$ cat src/rtl/assignment_4.sv
// assignment_4: cyclic GREEN -> YELLOW -> RED traffic-light sequencer driving a single pass flag.
// Optional macro ASSIGNMENT_4_STATE_OUT_EN adds a state_out debug port carrying the state register.
module assignment_4 #(
  parameter int GREEN_CYCLES  = 5,
  parameter int YELLOW_CYCLES = 2,
  parameter int RED_CYCLES    = 7
) (
  output logic       pass,
`ifdef ASSIGNMENT_4_STATE_OUT_EN
  output logic [1:0] state_out,
`endif
  input  logic       clk,
  input  logic       rst
);

  localparam int MAX_GY  = (GREEN_CYCLES > YELLOW_CYCLES) ? GREEN_CYCLES : YELLOW_CYCLES;
  localparam int MAX_DUR = (MAX_GY > RED_CYCLES) ? MAX_GY : RED_CYCLES;
  localparam int CNT_W   = ($clog2(MAX_DUR) < 1) ? 1 : $clog2(MAX_DUR);

  localparam logic [CNT_W-1:0] GREEN_LAST  = CNT_W'(GREEN_CYCLES - 1);
  localparam logic [CNT_W-1:0] YELLOW_LAST = CNT_W'(YELLOW_CYCLES - 1);
  localparam logic [CNT_W-1:0] RED_LAST    = CNT_W'(RED_CYCLES - 1);
  localparam logic [CNT_W-1:0] CNT_ONE     = CNT_W'(1);
  localparam logic [CNT_W-1:0] CNT_ZERO    = CNT_W'(0);

  typedef enum logic [1:0] {
    GREEN  = 2'd0,
    YELLOW = 2'd1,
    RED    = 2'd2,
    UNUSED = 2'd3
  } state_t;

  // Power-up values put the block at the start of GREEN with pass already high.
  state_t           state      = GREEN;
  logic [CNT_W-1:0] count      = CNT_ZERO;
  logic             pass_q     = 1'b1;
  state_t           state_next;
  logic [CNT_W-1:0] count_next;
  logic             pass_next;

  // State, dwell counter and pass flag registers; reset beats every transition.
  always_ff @(posedge clk) begin
    if (rst) begin
      state  <= GREEN;
      count  <= CNT_ZERO;
      pass_q <= 1'b1;
    end else begin
      state  <= state_next;
      count  <= count_next;
      pass_q <= pass_next;
    end
  end

  // Next-state logic: leave a state once its dwell counter reaches duration - 1.
  always_comb begin
    state_next = state;
    count_next = count + CNT_ONE;
    case (state)
      GREEN: begin
        if (count == GREEN_LAST) begin
          state_next = YELLOW;
          count_next = CNT_ZERO;
        end else begin
          state_next = GREEN;
          count_next = count + CNT_ONE;
        end
      end
      YELLOW: begin
        if (count == YELLOW_LAST) begin
          state_next = RED;
          count_next = CNT_ZERO;
        end else begin
          state_next = YELLOW;
          count_next = count + CNT_ONE;
        end
      end
      RED: begin
        if (count == RED_LAST) begin
          state_next = GREEN;
          count_next = CNT_ZERO;
        end else begin
          state_next = RED;
          count_next = count + CNT_ONE;
        end
      end
      default: begin
        // Illegal encoding recovers to a clean GREEN start.
        state_next = GREEN;
        count_next = CNT_ZERO;
      end
    endcase
  end

  // Output decode from the upcoming state so pass is itself a register.
  always_comb begin
    pass_next = 1'b1;
    case (state_next)
      RED:     pass_next = 1'b0;
      default: pass_next = 1'b1;
    endcase
  end

  assign pass = pass_q;

`ifdef ASSIGNMENT_4_STATE_OUT_EN
  assign state_out = state;
`endif

endmodule

$ cat config.mk
export PLATFORM = sky130hd
export DESIGN_NAME = assignment_4
export DESIGN_NICKNAME = d
export VERILOG_FILES = /design/src/rtl/assignment_4.sv
export SDC_FILE = /design/constraint.sdc
export NUM_CORES = 1
export LEC_CHECK = 0
export CAP_MARGIN = 20
export CORE_AREA = 4 4 41 43
export CTS_BUF_LIST = sky130_fd_sc_hd__clkbuf_2
export CTS_CLUSTER_DIAMETER = 30
export DETAILED_ROUTE_END_ITERATION = 6
export DIE_AREA = 0 0 45 47
export GPL_ROUTABILITY_DRIVEN = 0
export PLACE_DENSITY = 0.57
export SYNTH_ARGS = -nofsm -noshare
export SYNTH_HDL_FRONTEND = slang
export SYNTH_SLANG_ARGS = --single-unit
$ cat constraint.sdc
create_clock -name clk -period 1.7 [get_ports clk]
set_clock_uncertainty 0.1 [all_clocks]
set_input_delay 0.255 -clock clk [delete_from_list [all_inputs] [get_ports clk]]
set_output_delay 0.255 -clock clk [all_outputs]
set_load 0.005 [all_outputs]
After elaboration in Yosys (flattened, before gate mapping)
Cells that the tools add are included.
{"block": "totals", "reg_bits": 6, "output_inout_bits": 1, "wordCells": 20, "inputBits": 2}
{"block": "op_classes", "n_reduce_logical": 1, "addsub": 1, "eq_ne": 6, "mux": 9}
{"op": "3-bit two-way mux", "n": 3}
{"op": "3-bit one-hot mux with 3 select lines", "n": 1}
{"op": "3-bit == test (second input constant)", "n": 2}
{"op": "2-bit one-hot mux with 3 select lines", "n": 1}
{"op": "2-bit == test (second input constant)", "n": 2}
{"op": "2-bit two-way mux", "n": 2}
{"op": "3-bit by 1-bit adder with 3-bit output (second input constant)", "n": 1}
{"op": "3-bit by 1-bit == test with 1-bit output (second input constant)", "n": 1}
{"op": "2-bit by 1-bit == test with 1-bit output (second input constant)", "n": 1}
{"op": "2-bit logical NOT", "n": 1}
{"op": "1-bit two-way mux", "n": 2}

Longest topological paths before layout
{"block": "logic_depth", "ltp_word": 5, "mapped_depth": 5, "ltp_nobuf": 5}

Worst setup path after synthesis
OpenSTA, ideal clock, no wires.
{"block": "synth_path", "path_type": "reg2reg", "start": "reg count[0]", "end": "reg count[1]", "path_slack_ns": 0.367, "synth_period_minus_slack_ns": 1.333, "t_arrival_ns": 1.104, "stages_incl_launch_ff": 6, "setup_time_ns": 0.130, "required_time_ns": 1.470, "n_path_buf": 0, "path_cell_list": "dfxtp_1 inv_1 ha_1 and4bb_2 nor3_1 a221oi_1"}
{"block": "synth_via", "elab_chain_cells": 3, "word_cells_on_any_way": 8, "classes_between": "add/sub: 1; eq/ne: 3; mux: 4"}
{"element": "start: declaration", "line": "35", "text": "logic [CNT_W-1:0] count = CNT_ZERO;"}
{"element": "start signal: assignment", "line": "49", "text": "count <= count_next;"}
{"element": "3-bit by 1-bit adder with 3-bit output, or another cell as far along", "line": "65, 74, 83"}
{"element": "3-bit two-way mux, on equally long branches", "line": "78, 60, 69"}
{"element": "3-bit one-hot mux with 3 select lines (*)", "line": "58", "text": "case (state)"}
Every way passes the cells marked *; elsewhere a longest branch is shown, timed or not.
A chain may end at the register's enable or synchronous reset.

Worst setup path after layout
Ends and elaborated chain as after synthesis.

==> flow_summary.toml <==
[outcome]
status = "completed"

[clock_network]
cts_tree = "built"
post-cts-setup-buffers = 0
ctsResizeCount = 0
clkLatencyLatePin_ns = 0.21
numCtsBuffers = 3
cts_hold_buf = 0
cts_sinks = 6
cts_max_path_buffers = 2
clockRootBuffer = "clkbuf_2"
path_clk_slew_ns = 0.05
htreeDepth = 1

[sta]
max_freq_ghz = 0.696
final_max_slew_viol_count = 0
slew_headroom_pct = 77.6
setup-tns-final_ns = 0
period_needed_ns = 1.44
hold_viol_final = 0
worst_slew_pin_slew_ns = 0.335
rsz0062_at_grt = "no"
setup_viol = 0
finalCritPeriodShare_pct = 84.6

[pwr]
p_total_mw = 0.336
irDropWorstVdd_mv = 0.406
p_leak_nw = 0.160
powerDensity_mw_per_mm2 = 805

[yosys]
yosys.area_share.simple_pct = 34.0
synth_seq_cells = 6
synth.most_common_cell = "dfxtp_1"
synth_edf_count = 0
synthArstFlopShare_pct = 0
synth_fa_ha_area_share_pct = 13.1
syn-num-nets = 45
syn_area_um2 = 383
synth-main-ff-cell = "dfxtp_1"
synth_top_family_by_area = "simple AND/OR/NAND/NOR gates"
synth_cell_types = 23
synth_top_area_share_pct = 31.4
synth_compound_area_share_pct = 11.4
synth_seq_area_share_pct = 31.4
synth_xor_area_share_pct = 2.29
yosys.area.top_type = "dfxtp_1"
synth.mux.area_fraction_pct = 0
avgSynthCellArea_um2 = 9.82
ys_top_cells_by_area = "dfxtp_1, ha_1, and4bb_2"
ys_warn_count = 0
synth_cells = 39
synth_common_cells = "dfxtp_1, ha_1, and4bb_2, inv_1, nand2_1"

[route]
routed_wirelength_um = 614
routed_via_density = 4.89
wl_per_cell_um = 10.8
drt_iter0_drc = 2
routed-via-count = 279
antenna_left = 0
drc_errors = 0
first_pass_iters = 2

[finish]
final_cells = 57
nets = 50
area_growth_pct = 9.15
diodes = 0
layout-drive-gt1-share_pct = 21.4
finalCoreUtilization_pct = 32.1

[die]
rows = 13
die_area_mm2 = 0.00212
start_util_pct = 29.4
core_region_area_mm2 = 0.00130
die_x_um = 45
die_y_um = 47
ios = 3

[global_route]
grt_max_degree = 13
antenna_found_initial = 0
first_global_vias = 234
grt.total_usage_pct = 7.51
grt_pass1_wl_um = 1020
grt-ovfl-total = 0

[setup_path]
crit_chain = "inv_1 > ha_1 > and4bb_2 > nor3_1 > a221oi_1"
reg2regPathDepth = 5
crit_slowest_cell = "dfxtp_1"
required_ns = 1.68
cp-end-kind = "flip-flop"
reg2reg_to = "count[1]$_SDFF_PP0_"
r2r-start = "count[0]$_SDFF_PP0_"
start_kind = "flip-flop"
worstPathArrival_ns = 1.42
r2r_slack_ns = 0.26
critPathKind = "flip-flop to flip-flop"
cpPeakStageDelay_ns = 0.38
worstPathMaxFanout = 5

[place]
hpwl_um = 474
place_inst = 54
io_buffers = 2

[hold_path]
worstHoldStart = "count[0]$_SDFF_PP0_"
min_path_cells = 1
min_path_type = "flip-flop to flip-flop"
hold_end = "count[0]$_SDFF_PP0_"

[run]
drv_cap = 0
## kinds of logic after synthesis
group | after synthesis
buf+inv | 5
flops | 6
simple gates | 17
fa+ha+maj | 4
compound gates | 6
xor+xnor | 1
## where the power goes
| group | internal (mW) | total (mW) | switching, mW |
|---|---|---|---|
| logic | 0.0429 | 0.0753 | 0.0325 |
| registers | 0.153 | 0.168 | 0.0151 |
| clock network | 0.0477 | 0.0934 | 0.0458 |
## layout by cell type (no fill, tap or decap), drive strengths merged, types with 2 or more instances in the layout
master,count
nor4,2
dfxtp,6
o21ai,2
and4bb,3
clkdlybuf4s50,2
inv,3
clkbuf,3
ha,4
nand2,3
nor3b,3
## per-layer routing
layer  wire length, um  share of wire, %  vias up  track usage [%]
li1                  -                 -      149                -
met1               310                50      127             9.11
met2               284                46        1             8.76
met3                 8               1.3        2             2.30
met4                12               2.0        0             10.5
met5                 0                 0        -                0
## per-stage QoR
stage	hold slack, ns	setup slack (ns)	cell area (um2)
2_1_floorplan	0.227	0.367	383
3_3_place_gp	0.390	0.262	403
3_5_place_dp	0.400	0.241	403
4_1_cts	0.406	0.231	418
5_1_grt	0.430	0.128	418
6_report	0.399	0.263	418
## final cells by class
cell class | count | area [um2]
well taps | 15 | 18.8
fillers | 147 | 883
multi-input cells | 28 | 233
repair buffers | 2 | 20.0
flip-flops and latches | 6 | 120
clock buffers | 3 | 15.0
inverters | 3 | 11.3
## flip-flops by register name (all words and copies together), names as in the netlist
signal,flops
count,3
pass,1
state,2
## how the worst max path moves through the flow
stage                        start             endpoint  slack [ns]
6_report       count[0]$_SDFF_PP0_  count[1]$_SDFF_PP0_        0.26
5_1_grt        count[1]$_SDFF_PP0_  count[2]$_SDFF_PP0_        0.13
4_1_cts        count[0]$_SDFF_PP0_  count[1]$_SDFF_PP0_        0.23
3_5_place_dp   count[0]$_SDFF_PP0_  count[1]$_SDFF_PP0_        0.24
3_3_place_gp   count[0]$_SDFF_PP0_  count[1]$_SDFF_PP0_        0.26
2_1_floorplan  count[0]$_SDFF_PP0_  count[1]$_SDFF_PP0_        0.37
## critical path: cells and delay by family, from the launching register on
kind	cells	cell delay (ns)
buffers and inverters	1	0.08
adder cells (fa/ha/maj)	1	0.26
AND/OR/NAND/NOR	2	0.40
AO/OA/AOI/OAI	1	0.09
flip-flops	1	0.38
Power figures use the tool's default switching activity.
